File: src/rtl/imem_loader_if.sv
// imem_loader_if: bundle of the loader's host-side and memory-side signals.
//   master modport: the host/debug byte source.
//     Drives start, base_addr, word_count, in_data and in_valid.
//     Observes in_ready, mem_we, mem_addr, mem_wdata, busy, done and error.
//   slave modport: the loader itself, which sees the same signals with the
//     directions reversed.
//   Parameters:
//     WORD_W  instruction word width, in bits.
//     ADDR_W  word address width.
interface imem_loader_if #(
  parameter int WORD_W = 64,
  parameter int ADDR_W = 6
);
  logic              start;
  logic [ADDR_W-1:0] base_addr;
  logic [ADDR_W:0]   word_count;
  logic [7:0]        in_data;
  logic              in_valid;
  logic              in_ready;
  logic              mem_we;
  logic [ADDR_W-1:0] mem_addr;
  logic [WORD_W-1:0] mem_wdata;
  logic              busy;
  logic              done;
  logic              error;

  modport master (
    output start, base_addr, word_count, in_data, in_valid,
    input  in_ready, mem_we, mem_addr, mem_wdata, busy, done, error
  );

  modport slave (
    input  start, base_addr, word_count, in_data, in_valid,
    output in_ready, mem_we, mem_addr, mem_wdata, busy, done, error
  );
endinterface

File: src/rtl/imem_loader.sv
// imem_loader: packs a byte stream into WORD_W-bit instruction words and
// writes them at consecutive addresses into the instruction memory.
//
// Ports:
//   clk  single clock; all logic runs on the rising edge.
//   rst  synchronous, active-high reset.
//   bus  imem_loader_if.slave, carrying the following signals:
//     start / base_addr / word_count  load request, sampled only in IDLE.
//     in_data / in_valid / in_ready   byte stream handshake.
//                                     The first byte of a word lands in its LSB.
//     mem_we / mem_addr / mem_wdata   one-cycle write per word.
//                                     Address and data hold their values
//                                     between writes.
//     busy                            a load is in progress.
//     done                            one-cycle completion pulse.
//     error                           range error; it stays set until the next
//                                     accepted start.
module imem_loader #(
  parameter int WORD_W = 64,
  parameter int ADDR_W = 6
) (
  input  logic          clk,
  input  logic          rst,
  imem_loader_if.slave  bus
);
  localparam int BYTES = WORD_W / 8;
  localparam int IDX_W = $clog2(BYTES);
  // Memory depth, held at ADDR_W+2 bits so that base+count cannot wrap.
  localparam logic [ADDR_W+1:0] DEPTH = {2'b01, {ADDR_W{1'b0}}};

  typedef enum logic [1:0] {
    S_IDLE,
    S_COLLECT,
    S_WRITE
  } state_t;

  state_t              state_reg;
  logic [ADDR_W-1:0]   addr_reg;
  logic [ADDR_W:0]     remaining_reg;
  logic [IDX_W-1:0]    idx_reg;
  logic [WORD_W-1:0]   word_reg;
  logic [WORD_W-1:0]   word_next;
  logic                mem_we_reg;
  logic [ADDR_W-1:0]   mem_addr_reg;
  logic [WORD_W-1:0]   mem_wdata_reg;
  logic                busy_reg;
  logic                done_reg;
  logic                error_reg;
  logic [ADDR_W+1:0]   end_sum;
  logic                range_bad;

  // Assembled word including the byte on in_data. This lets the last byte go
  // straight into mem_wdata on the edge that enters WRITE.
  for (genvar gi = 0; gi < BYTES; gi++) begin : g_lane
    assign word_next[gi*8 +: 8] = (idx_reg == IDX_W'(gi)) ? bus.in_data
                                                          : word_reg[gi*8 +: 8];
  end

  assign end_sum   = {2'b00, bus.base_addr} + {1'b0, bus.word_count};
  assign range_bad = (end_sum > DEPTH);

  always_ff @(posedge clk) begin
    if (rst) begin
      state_reg     <= S_IDLE;
      addr_reg      <= '0;
      remaining_reg <= '0;
      idx_reg       <= '0;
      word_reg      <= '0;
      mem_we_reg    <= 1'b0;
      mem_addr_reg  <= '0;
      mem_wdata_reg <= '0;
      busy_reg      <= 1'b0;
      done_reg      <= 1'b0;
      error_reg     <= 1'b0;
    end else begin
      done_reg   <= 1'b0;
      mem_we_reg <= 1'b0;
      case (state_reg)
        S_IDLE: begin
          if (bus.start) begin
            if (bus.word_count == '0) begin
              done_reg  <= 1'b1;
              error_reg <= 1'b0;
            end else if (range_bad) begin
              done_reg  <= 1'b1;
              error_reg <= 1'b1;
            end else begin
              error_reg     <= 1'b0;
              addr_reg      <= bus.base_addr;
              remaining_reg <= bus.word_count;
              idx_reg       <= '0;
              busy_reg      <= 1'b1;
              state_reg     <= S_COLLECT;
            end
          end
        end
        S_COLLECT: begin
          // in_ready is high for the whole of COLLECT, so valid alone accepts.
          if (bus.in_valid) begin
            word_reg <= word_next;
            idx_reg  <= idx_reg + 1'b1;
            if (idx_reg == IDX_W'(BYTES - 1)) begin
              state_reg     <= S_WRITE;
              mem_we_reg    <= 1'b1;
              mem_addr_reg  <= addr_reg;
              mem_wdata_reg <= word_next;
            end
          end
        end
        S_WRITE: begin
          addr_reg      <= addr_reg + 1'b1;
          remaining_reg <= remaining_reg - 1'b1;
          idx_reg       <= '0;
          if (remaining_reg == (ADDR_W+1)'(1)) begin
            state_reg <= S_IDLE;
            busy_reg  <= 1'b0;
            done_reg  <= 1'b1;
          end else begin
            state_reg <= S_COLLECT;
          end
        end
        default: state_reg <= S_IDLE;
      endcase
    end
  end

  assign bus.in_ready  = (state_reg == S_COLLECT);
  assign bus.mem_we    = mem_we_reg;
  assign bus.mem_addr  = mem_addr_reg;
  assign bus.mem_wdata = mem_wdata_reg;
  assign bus.busy      = busy_reg;
  assign bus.done      = done_reg;
  assign bus.error     = error_reg;
endmodule

File: src/flat_wrapper.sv
// flat-port wrapper written by rule: the top's interface ports become plain ports
module imem_loader_flat 
#(
  parameter int WORD_W = 64,
  parameter int ADDR_W = 6
)
  (clk, rst, bus_start, bus_base_addr, bus_word_count, bus_in_data, bus_in_valid, bus_in_ready, bus_mem_we, bus_mem_addr, bus_mem_wdata, bus_busy, bus_done, bus_error);
  imem_loader_if #(.WORD_W(WORD_W), .ADDR_W(ADDR_W)) bus_i ();
  input  logic clk;
  input  logic rst;
  input wire logic [$bits(bus_i.start)-1:0] bus_start;
  input wire logic [$bits(bus_i.base_addr)-1:0] bus_base_addr;
  input wire logic [$bits(bus_i.word_count)-1:0] bus_word_count;
  input wire logic [$bits(bus_i.in_data)-1:0] bus_in_data;
  input wire logic [$bits(bus_i.in_valid)-1:0] bus_in_valid;
  output wire logic [$bits(bus_i.in_ready)-1:0] bus_in_ready;
  output wire logic [$bits(bus_i.mem_we)-1:0] bus_mem_we;
  output wire logic [$bits(bus_i.mem_addr)-1:0] bus_mem_addr;
  output wire logic [$bits(bus_i.mem_wdata)-1:0] bus_mem_wdata;
  output wire logic [$bits(bus_i.busy)-1:0] bus_busy;
  output wire logic [$bits(bus_i.done)-1:0] bus_done;
  output wire logic [$bits(bus_i.error)-1:0] bus_error;
  assign bus_i.start = bus_start;
  assign bus_i.base_addr = bus_base_addr;
  assign bus_i.word_count = bus_word_count;
  assign bus_i.in_data = bus_in_data;
  assign bus_i.in_valid = bus_in_valid;
  assign bus_in_ready = bus_i.in_ready;
  assign bus_mem_we = bus_i.mem_we;
  assign bus_mem_addr = bus_i.mem_addr;
  assign bus_mem_wdata = bus_i.mem_wdata;
  assign bus_busy = bus_i.busy;
  assign bus_done = bus_i.done;
  assign bus_error = bus_i.error;
  imem_loader #(.WORD_W(WORD_W), .ADDR_W(ADDR_W)) u_core (.clk(clk), .rst(rst), .bus(bus_i));
endmodule
File: config.mk
export PLATFORM = sky130hd
export DESIGN_NAME = imem_loader_flat
export DESIGN_NICKNAME = d
export VERILOG_FILES = /design/src/rtl/imem_loader_if.sv /design/src/rtl/imem_loader.sv /design/src/flat_wrapper.sv
export SDC_FILE = /design/constraint.sdc
export NUM_CORES = 1
export LEC_CHECK = 0
export BUFFER_PORTS_ARGS = -buffer_cell sky130_fd_sc_hd__buf_2
export CORE_ASPECT_RATIO = 1.5
export CORE_UTILIZATION = 50
export CTS_CLUSTER_DIAMETER = 80
export DETAILED_ROUTE_END_ITERATION = 8
export PLACE_DENSITY = 0.7
export SLEW_MARGIN = 10
export SYNTH_ARGS = -nofsm -noshare
export SYNTH_HDL_FRONTEND = slang
export SYNTH_SLANG_ARGS = --single-unit
File: constraint.sdc
create_clock -name clk -period 3.5 [get_ports clk]
set_input_delay 0.525 -clock clk [delete_from_list [all_inputs] [get_ports clk]]
set_output_delay 0.525 -clock clk [all_outputs]
set_load 0.02 [all_outputs]
==> summary.md <==
For this run, the number of standard cells in the final layout without fillers is 1041. In this run, post-CTS hold repair placed 0 buffers. For the number of antenna violations at the first check in global routing, the log shows 0. The tools report the number of distinct library cells after synthesis as 50.

The number of vias per cell came out at 5.76. The worst setup path is captured at a register. The most used flip-flop cell after synthesis is sky130_fd_sc_hd__dfxtp_1. The clock reaches the later pin of the worst-skew pair after 0.42 ns. IR analysis of the VDD net gives a maximum drop of 347 uV. The per-instance average area after synthesis is 8.11 um2. The repair_antennas step left the layout with diodes totalling 0. Traced cell by cell, the critical path runs through buf_2, ha_1, inv_1, fa_1, and2b_1, o211ai_1, a21oi_1, xor2_1, o41a_1, o21ai_1, o311ai_0.

The residual DRC count is 1, and the global-route wire length before repair is 26.5 mm. The power per standard cell area is 498 mW/mm2, and the count of flip-flops with a built-in enable after synthesis is 0. The number of nets with antenna violations after routing came out at 0. The number of filler cells placed in the layout came out at 1162. The worst endpoint required time is 3.80 ns.

The area overhead of the layout relative to synthesis works out to 16.9%. The tools report the count of instances resized after the clock tree is built as 0. The netlist area before placement was 0.00657 mm2; the final number of max-transition violations was 0. Post-CTS timing repair inserted 0 buffers for setup. Placed wire-length estimate after detailed placement: 10.9 mm.

After clock tree synthesis, the clock-pin slew on the worst setup and hold paths is 0.06 ns. The region available for standard cell placement spans 0.0126 mm2. The critical path is of the primary input to register type. Together, buffers and inverters on the worst path number 2.

The flip-flop count of the largest register after layout is 64, and the via total after detailed routing is 6001. The Yosys step of the flow raised 0 warnings. The total length of routed wires is 16.1 mm, and the sum of negative setup slack is 0 ns. The die outline area came out at 0.0136 mm2. Routability-driven placement finished with a final weighted congestion of 0.892. In this design, the largest share of critical-path delay is due to compound AO/OA/AOI/OAI gates. TritonCTS created 17 clock buffers.

Share of layout cells above drive strength 1: 16.7%. TritonCTS built the clock tree. The logs give 100 for the number of I/O pins and 50 for the cell row count.

In this run the static leakage power is 2.80 nW. The final number of hold-violating endpoints is 0. The clock net in this run drives a total of 148 sinks. Cells fill 60.8% of the core in the end. Final period utilization: 77.5%. Max-cap violations in this run came to 0. The number of port buffers was 99; the net total in the final layout was 914. The worst pin sits at a relative slew slack of 46.7%. For the overall fraction of global-route tracks in use, the log shows 24.9%. The synthesized design contains 148 register bits. For the total overflow reported by the global router, the log shows 0. The final reports fail on DRC. For the final setup skew, the log shows 0.0109 ns.

Setup violations remaining at the end of the flow were counted as 0. The number of nets handed over by synthesis was 852. Counting I/O delays and the setup requirement, the final critical path takes 2.71 ns. For the pin with the worst max-slew slack, the measured transition is 0.800 ns. The logs give 811 for the post-synthesis instance total and 4 for the level count of the clock H-tree. Setup repair after global routing left no endpoint under its margin. The run finished, with violations left.

The number of global-route vias before repair is 5492. In this run the deepest clock path goes through 2 buffers. The first TritonRoute pass finished after 7 iterations. The fraction of the yosys area taken by sequential cells was 45.1%. From left edge to right edge, the die measures 95.6 um. The worst-path cell with the longest stage delay is sky130_fd_sc_hd__fa_1. For this configuration, the core starts out at a cell density of 52.0%. After detailed placement, the design holds a cell count of 1010. At the worst endpoint, the arrival time is 3.01 ns. The average wire per cell in the routed design came out at 15.5 um.

In this design, the stage delay of the slowest critical-path cell is 0.38 ns. Entering global routing, the biggest net connects 82 pins. Startpoint type of the worst setup path: a primary input. The clock root buffer master is sky130_fd_sc_hd__clkbuf_16. Largest fanout on the critical path: 6. Based on the critical path, the design can be clocked at up to 368 MHz. Measured along the y axis, the die boundary spans 142 um. After the first detailed-routing iteration, the DRC count stood at 256. The async set or reset register ratio after synthesis works out to 0%. The path class of the tightest hold or removal check is primary input to register.
## placed cells by master (no fill, tap or decap), types with 3 or more instances in the layout
cell and count:
sky130_fd_sc_hd__a31oi_1 4, sky130_fd_sc_hd__dfxtp_1 148, sky130_fd_sc_hd__and3_1 6, sky130_fd_sc_hd__o211ai_1 3, sky130_fd_sc_hd__nand4_1 5, sky130_fd_sc_hd__nor2b_1 7, sky130_fd_sc_hd__ha_1 15, sky130_fd_sc_hd__inv_1 12
sky130_fd_sc_hd__o21ai_0 36, sky130_fd_sc_hd__a21oi_1 84, sky130_fd_sc_hd__a311oi_1 27, sky130_fd_sc_hd__nor3_1 10, sky130_fd_sc_hd__buf_2 98, sky130_fd_sc_hd__a211oi_1 36, sky130_fd_sc_hd__nand2_1 165, sky130_fd_sc_hd__mux2i_1 32
sky130_fd_sc_hd__nor4_1 3, sky130_fd_sc_hd__o31ai_1 3, sky130_fd_sc_hd__nor2_1 72, sky130_fd_sc_hd__xnor2_1 5, sky130_fd_sc_hd__buf_4 12, sky130_fd_sc_hd__clkinv_2 3, sky130_fd_sc_hd__clkbuf_16 17, sky130_fd_sc_hd__nand3_1 31
sky130_fd_sc_hd__clkinvlp_4 4, sky130_fd_sc_hd__nand2b_1 5
## path summary, 6_finish.rpt
path	from	end	slack (ns)	cells past startpoint
min	rst	u_core.bus.mem_addr[5]$_SDFFE_PP0P_	0.36	2
max	bus_word_count[0]	u_core.addr_reg[2]$_SDFFE_PP0P_	0.79	11
max reg2reg	u_core.state_reg[0]$_SDFFE_PP0P_	u_core.bus.mem_wdata[31]$_SDFFE_PP0P_	1.10	5
min reg2reg	u_core.word_reg[12]$_SDFFE_PP0P_	u_core.word_reg[12]$_SDFFE_PP0P_	0.45	2
## area by class of cell
cell class | instances | area [um2] | area share, %
timing repair buffer | 111 | 601 | 7.82
tap | 156 | 195 | 2.54
inverter | 13 | 48.8 | 0.635
clock buffer | 19 | 453 | 5.89
multi-input combinational | 582 | 3290 | 42.8
sequential | 148 | 2960 | 38.6
clock inverter | 12 | 131 | 1.71
## logic make-up (layout without fill, tap and decap cells)
family,count (synthesis),count (layout),share of synthesized area (%)
and+or+nand+nor,315,315,20.3
AOI/OAI and AO/OA,212,212,20.7
DFF,148,148,45.1
buffers and inverters,81,155,4.93
muxes,32,32,4.87
adders and majority gates,16,16,3.16
xor gates and xnor gates,7,7,0.933
## layer usage
metal  global-route usage (%)  vias to the layer above  part of all wire [%]
li1                         -                     2973                     -
met1                     30.2                     2817                    42
met2                     42.6                      180                    51
met3                     5.82                       31                   4.8
met4                     8.88                        0                   2.2
met5                        0                        -                     0
## where the power goes
group	switching [W]	internal (W)	total (W)
sequential	0.0000242	0.00171	0.00173
combinational	0.000208	0.000103	0.000310
clock	0.000701	0.00108	0.00178
total	0.000932	0.00289	0.00383
## metrics by stage
step	hold WS, ns	worst slack (ns)	power, W	cell area [um2]
2_1_floorplan	0.436	0.897	0.00198	6570
3_3_place_gp	0.440	0.512	0.00207	7100
3_5_place_dp	0.446	0.363	0.00208	7100
4_1_cts	0.355	0.782	0.00384	7680
5_1_grt	0.367	0.640	0.00396	7680
6_report	0.363	0.786	0.00383	7680
## Yosys cell counts (2+ instances only)
| cell | instances | area share [%] |
|---|---|---|
| sky130_fd_sc_hd__a211oi_1 | 36 | 4.1 |
| sky130_fd_sc_hd__a21boi_0 | 2 | 0.23 |
| sky130_fd_sc_hd__a21o_1 | 2 | 0.23 |
| sky130_fd_sc_hd__a21oi_1 | 84 | 6.4 |
| sky130_fd_sc_hd__a311oi_1 | 27 | 3.6 |
| sky130_fd_sc_hd__a31oi_1 | 4 | 0.38 |
| sky130_fd_sc_hd__a41oi_1 | 2 | 0.27 |
| sky130_fd_sc_hd__and2_1 | 2 | 0.19 |
| sky130_fd_sc_hd__and3_1 | 7 | 0.67 |
| sky130_fd_sc_hd__buf_1 | 5 | 0.29 |
| sky130_fd_sc_hd__buf_2 | 7 | 0.53 |
| sky130_fd_sc_hd__clkbuf_1 | 54 | 3.1 |
| sky130_fd_sc_hd__dfxtp_1 | 148 | 45 |
| sky130_fd_sc_hd__ha_1 | 15 | 2.9 |
| sky130_fd_sc_hd__inv_1 | 12 | 0.69 |
| sky130_fd_sc_hd__mux2i_1 | 32 | 4.9 |
| sky130_fd_sc_hd__nand2_1 | 165 | 9.4 |
| sky130_fd_sc_hd__nand2b_1 | 5 | 0.48 |
| sky130_fd_sc_hd__nand3_1 | 31 | 2.4 |
| sky130_fd_sc_hd__nand4_1 | 5 | 0.48 |
| sky130_fd_sc_hd__nor2_1 | 72 | 4.1 |
| sky130_fd_sc_hd__nor2b_1 | 7 | 0.67 |
| sky130_fd_sc_hd__nor3_1 | 10 | 0.76 |
| sky130_fd_sc_hd__nor4_1 | 3 | 0.29 |
| sky130_fd_sc_hd__o211ai_1 | 3 | 0.34 |
| sky130_fd_sc_hd__o21ai_0 | 36 | 2.7 |
| sky130_fd_sc_hd__o21ai_2 | 2 | 0.27 |
| sky130_fd_sc_hd__o311ai_0 | 2 | 0.27 |
| sky130_fd_sc_hd__o31a_1 | 2 | 0.27 |
| sky130_fd_sc_hd__o31ai_1 | 3 | 0.34 |
| sky130_fd_sc_hd__or2_1 | 2 | 0.19 |
| sky130_fd_sc_hd__xnor2_1 | 5 | 0.67 |
| sky130_fd_sc_hd__xor2_1 | 2 | 0.27 |
No activity file was read; power rests on OpenSTA's default activity.
